**src/rtl/priority_scan_encoder.sv**
```systemverilog
// Sequential priority encoder: accepts a multi-hot request vector and
// emits the index of every set bit, one beat per handshake, in priority order.
module priority_scan_encoder #(
  parameter int WIDTH     = 8,
  parameter bit MSB_FIRST = 1'b0,
  localparam int IDXW     = $clog2(WIDTH)
) (
  input  logic             clk,
  input  logic             rst,
  input  logic             enable,
  input  logic             in_valid,
  output logic             in_ready,
  input  logic [WIDTH-1:0] in_data,
  output logic             out_valid,
  input  logic             out_ready,
  output logic [IDXW-1:0]  out_idx,
  output logic             out_last,
  output logic             out_none,
  output logic             busy
);

  typedef enum logic {
    IDLE = 1'b0,
    SCAN = 1'b1
  } state_t;

  state_t           state_q, state_d;
  logic [WIDTH-1:0] pending_q, pending_d;
  logic             zero_vec_q, zero_vec_d;

  logic [IDXW-1:0]  pri_idx;
  logic             one_hot;
  logic             scanning;
  logic             beat_done;
  logic             accept;

  // Pick the highest-priority pending bit; the last match in loop order wins
  always_comb begin
    pri_idx = '0;
    if (MSB_FIRST) begin
      for (int i = 0; i < WIDTH; i++)
        if (pending_q[i]) pri_idx = IDXW'(i);
    end else begin
      for (int i = WIDTH - 1; i >= 0; i--)
        if (pending_q[i]) pri_idx = IDXW'(i);
    end
  end

  // Handshake and output decode, all from registered state
  always_comb begin
    scanning  = (state_q == SCAN);
    one_hot   = (pending_q != '0) &&
                ((pending_q & (pending_q - WIDTH'(1))) == '0);
    out_valid = scanning;
    out_idx   = scanning ? pri_idx : '0;
    out_last  = scanning && (zero_vec_q || one_hot);
    out_none  = scanning && zero_vec_q;
    busy      = scanning;
    beat_done = out_valid && out_ready;
    in_ready  = !rst && enable &&
                (!scanning || (beat_done && out_last));
    accept    = in_valid && in_ready;
  end

  // Next-state: retire the emitted bit, finish on last beat, or reload
  always_comb begin
    state_d    = state_q;
    pending_d  = pending_q;
    zero_vec_d = zero_vec_q;
    if (beat_done) begin
      pending_d = pending_q & ~(WIDTH'(1) << pri_idx);
      if (out_last) state_d = IDLE;
    end
    if (accept) begin
      pending_d  = in_data;
      zero_vec_d = (in_data == '0);
      state_d    = SCAN;
    end
  end

  // State registers with asynchronous reset
  always_ff @(posedge clk or posedge rst) begin
    if (rst) begin
      state_q    <= IDLE;
      pending_q  <= '0;
      zero_vec_q <= 1'b0;
    end else begin
      state_q    <= state_d;
      pending_q  <= pending_d;
      zero_vec_q <= zero_vec_d;
    end
  end

endmodule
```
**config.mk**
```make
export PLATFORM = sky130hd
export DESIGN_NAME = priority_scan_encoder
export DESIGN_NICKNAME = d
export VERILOG_FILES = /design/src/rtl/priority_scan_encoder.sv
export SDC_FILE = /design/constraint.sdc
export NUM_CORES = 1
export LEC_CHECK = 0
export ABC_CLOCK_PERIOD_IN_PS = 1980
export BUFFER_PORTS_ARGS = -buffer_cell sky130_fd_sc_hd__buf_2
export CAP_MARGIN = 20
export CORE_MARGIN = 8
export CORE_UTILIZATION = 25
export CTS_BUF_LIST = sky130_fd_sc_hd__clkbuf_16
export DETAILED_ROUTE_END_ITERATION = 10
export PLACE_DENSITY = 0.41
export SKIP_LAST_GASP = 1
export SLEW_MARGIN = 20
export SYNTH_ARGS = -nofsm -noshare
export SYNTH_HDL_FRONTEND = slang
export SYNTH_SLANG_ARGS = --single-unit
```
**constraint.sdc**
```tcl
create_clock -name clk -period 1.98 [get_ports clk]
set_input_delay 0.099 -clock clk [delete_from_list [all_inputs] [get_ports clk]]
set_output_delay 0.099 -clock clk [all_outputs]
set_load 0.02 [all_outputs]
```
After elaboration in Yosys (flattened, before gate mapping)

Cells that the tools add are included.

Bits in registers: 10
Input port bits: 13
Output and inout bits: 8
Logic and storage cells: 40

Add/subtract/negate cells: 1
Shifts and indexed selects: 1
Multiplexer cells: 14
Bitwise logic cells: 3
Reduce and logical (&&, ||, !) cells: 18

Operators by type and width:

| cell                  | count |
|---|---|
| $mux W3               | 9 |
| $and A8 B8 Y8         | 2 |
| $logic_not A8 Y1      | 2 |
| $mux W8               | 2 |
| $logic_and A1 B1 Y1   | 8 |
| $not A8 Y8            | 1 |
| $reduce_bool A8 Y1    | 1 |
| $shl A1 B3 Y8 const A | 1 |
| $sub A8 B1 Y8 const B | 1 |
| $reduce_bool A2 Y1    | 2 |
| $mux W1               | 3 |
| $logic_not A1 Y1      | 2 |
| $logic_or A1 B1 Y1    | 2 |
| $reduce_and A2 Y1     | 1 |

Depth between registers and ports, before layout

Word-level depth: 13
Depth in mapped cells: 7
Gate-level depth less buffers: 5

Least setup slack after synthesis

No wires, ideal clock.

Path kind: register to output
Start point: reg pending_q[3]
End point: out in_ready
Arrival time: 1.741 ns
Setup slack: 0.140 ns
Cell stages (with the launch flop): 7
Path through: dfrtp_1 -> buf_6 -> nor4_4 -> nand4b_1 -> o211ai_2 -> o21ai_1 -> nor3b_1

Cells in the longest elaborated chain, start to end: 9

Ends and longest elaborated chain:

| item                   | line | text |
|---|---|---|
| from (decl)            | 28   | `logic [WIDTH-1:0] pending_q, pending_d;` |
| from (signal assigned) | 89   | `pending_q <= pending_d;` |
| $sub A8 B1 Y8          | 53   | `((pending_q & (pending_q - WIDTH'(1))) == '0);` |
| $and A8 B8 Y8          | 53   |  |
| $logic_not A8 Y1       | 53   |  |
| $logic_and A1 B1 Y1 *  | 52   | `one_hot = (pending_q != '0) &&` |
| $logic_or A1 B1 Y1 *   | 56   | `out_last = scanning && (zero_vec_q \|\| one_hot);` |
| $logic_and A1 B1 Y1 *  | 56   |  |
| $logic_and A1 B1 Y1 *  | 61   | `(!scanning \|\| (beat_done && out_last));` |
| $logic_or A1 B1 Y1 *   | 61   |  |
| $logic_and A1 B1 Y1 *  | 60   | `in_ready = !rst && enable &&` |
| to (decl)              | 12   | `output logic in_ready,` |

Every way passes the cells marked *; elsewhere a longest branch is shown, timed or not.

Final worst setup path

Start point: reg pending_q[2]
End point: out out_last

Cells in the longest elaborated chain, start to end: 6

Ends and longest elaborated chain:

| item                  | line | text |
|---|---|---|
| $sub A8 B1 Y8         | 53   |  |
| $and A8 B8 Y8         | 53   |  |
| $logic_not A8 Y1      | 53   |  |
| $logic_and A1 B1 Y1 * | 52   |  |
| $logic_or A1 B1 Y1 *  | 56   |  |
| $logic_and A1 B1 Y1 * | 56   |  |
| to (decl)             | 17   | `output logic out_last,` |

Marked as above.

==> summary.md <==
| Metric | Value |
|---|---|
| Status | complete, no violations |
| Final nets | 137 |
| RSZ-0062 raised after global routing | yes |
| Slew margin rel. | 75.27% |
| Synth Instances | 91 |
| Count of different cell masters after synthesis | 36 |
| Vias/cell | 4.473 |
| Design Power | 2.210 mW |
| Clock slew at reported path FFs | 0.04 ns |
| Hold Vio Cnt, Final | 0 |
| R2R Setup Slk | 0.09 ns |
| Cell area after synthesis | 804.5 um2 |
| Syn Area/Cell | 8.841 um2 |
| Via count | 747 |
| Worst-path cell chain | nor4_4, o211ai_1, o211ai_4, o32ai_2, a21boi_1, buf_4 |
| Post-synth EDFFs | 0 |
| Die width | 72.73 um |
| Post-route insts no fill | 167 |
| Pwr dens | 1943 nW/um2 |
| CTS Buf Count | 3 |
| CP endpoint kind | output port |
| Layout Skew | 0.001333 ns |
| Setup CP Type | reg2out |
| Leakage | 0.5745 nW |
| Top FF cell, synth | dfrtp_1 |
| Drt drc | 0 |
| First drt pass iteration count | 4 |
| Die area | 5290 um2 |
| # IOs | 21 |
| Synthesized flop and latch total | 10 |
| Crit Path Max Fanout | 8 |
| GPL Wtd Cong | 0.7410 |
| Tmin final | 1.958 ns |
| Setup ws final | 0.02194 ns |
| Worst Path Arrival | 1.86 ns |
| Iter 0 DRT Violations | 29 |
| Worst slew pin tran | 0.3676 ns |
| Area growth syn-to-layout | 41.37% |
| Port Buf Inserts | 20 |
| Max Cap Viol | 0 |
| Root buf cell | clkbuf_16 |
| Seq/Total Area, Yosys | 31.10% |
| Critical path launch point type | flop |
| N_diodes | 0 |
| Worst-Skew Late Latency | 0.23 ns |
| Fmax | 0.5107 GHz |
| Layout cells sized above 1 | 39.84% |
| Yosys top cell area share | 31.10% |
| Critical path's largest stage delay | 0.47 ns |
| WP data required | 1.88 ns |
| Endpoints failing setup | 0 |
| Die height | 72.73 um |
| YS warnings | 0 |
| Antenna violations before repair | 0 |
| Synth top area cells | dfrtp_1 31%, mux2i_1 10%, inv_1 4.7% |
| Final ANT Viol Nets | 0 |
| Final period util | 98.89% |
| Vias in the first global route | 739 |
| Post-DP HPWL | 1.734 mm |
| Top cells by count, synth | 10 x dfrtp_1, 10 x inv_1, 9 x nand2_1 |
| CTS tree | done |
| Global-route wire length before repair | 3.567 mm |
| Hold WC Path Type | in2reg |
| Maximum VDD drop | 0.0005346 V |
| Synthesized Nets | 104 |
| Starting Density | 26.35% |
| Htree depth | 1 |
| Total track usage | 8.503% |
| Sink Count | 10 |
| Total gr overflow | 0 |
| Biggest area consumer among synthesized cells | dfrtp_1 |
| Slew Limit Fails | 0 |
| Slowest cell on the critical path | dfrtp_2 |
| Routed Wire Length | 2.189 mm |
| WL/cell | 13.11 um |
| Clock Path Buffers | 2 |
| Async S/R FF share, synth | 100.0% |
| Largest net degree at the start of global routing | 11 |
| DP Cell Count | 156 |
| # rows | 20 |
| Worst slack at placement | 0.1897 ns |
| Core footprint | 3053 um2 |
-- logic make-up after synthesis --
kind of cell,Yosys count,synth area share (%)
AND/OR/NAND/NOR,39,28.62
AO/OA/AOI/OAI,17,17.11
buffers and inverters,16,11.35
flip-flops,10,31.10
multiplexers,9,11.82
-- worst max-delay path: cells and delay by family (launching register included) --
| kind | cells | cell delay [ns] |
|---|---|---|
| compound gates | 4 | 0.63 |
| buf+inv | 1 | 0.16 |
| simple gates | 1 | 0.37 |
| flops | 1 | 0.47 |
-- cell usage in the layout, fill, tap and decap left out, types with 2 or more instances in the layout --
master	instances
nand2_1	9
clkbuf_16	3
nor2_1	7
nor3_1	3
nand2b_1	4
buf_4	14
dfrtp_2	3
mux2i_1	8
dfrtp_1	7
o21ai_0	4
nor2b_1	2
nand4b_1	2
nand3_1	2
buf_2	18
nor4b_1	2
inv_1	10
nor4_1	2
-- flip-flops by register name, summed over array words and instances (netlist names) --
signal / flops
pending_q: 8
zero_vec_q: 1
busy: 1
-- report_power, final --
group | switching, mW | internal, mW | total (mW)
sequential | 0.159 | 0.301 | 0.460
combinational | 0.737 | 0.655 | 1.39
clock | 0.0938 | 0.265 | 0.359
-- path summary, 6_finish.rpt --
check,to,depth (start not counted),start
setup / recovery,out_last,6,pending_q[2]
hold / removal,pending_q[1],3,in_data[1]
setup reg to reg,pending_q[7],7,pending_q[2]
hold reg to reg,pending_q[6],2,pending_q[6]
max in group asynchronous,pending_q[3],4,rst
min in group asynchronous,busy,4,rst
-- through the flow --
step / hold slack [ns] / utilization, % / TNS, ns / instance area (um2)
after global placement: 0.1236 / 31.39 / 0 / 958.4
final: 0.1045 / 37.25 / 0 / 1137
after floorplan: -0.05245 / - / 0 / 804.5
after CTS: 0.1074 / 34.63 / 0 / 1057
after global routing: 0.1146 / 37.25 / -0.1412 / 1137
after detailed placement: 0.1217 / 31.39 / 0 / 958.4
-- per-layer routing --
metal	part of all wire [%]	GRT usage [%]	routed length (um)	vias up
met4	0.96	2.889	21	0
met3	6.9	3.159	150	2
met2	45	12.52	978	20
met5	0	0	0	-
met1	47	10.99	1039	338
li1	-	-	-	387
-- what timing repair did --
action / CTS / global route
pin swaps: 1 / 7
setup endpoints to repair: 2 / 4
gates resized for setup: 2 / 9
cloned: 0 / 0
hold buffers: 1 / 0
hold endpoints to repair: 10 / 0
buffers inserted: 1 / 5
-- area by class of cell --
cell class                      count  area [um2]
Sequential cell                    10       254.0
Clock inverter                      1       3.754
Fill cell                         329        1916
Clock buffer                        3       75.07
Inverter                           10       37.54
Multi-Input combinational cell     65       495.5
Timing Repair Buffer               34       216.5
Tap cell                           44       55.05
(Power assumes the default switching activity.)
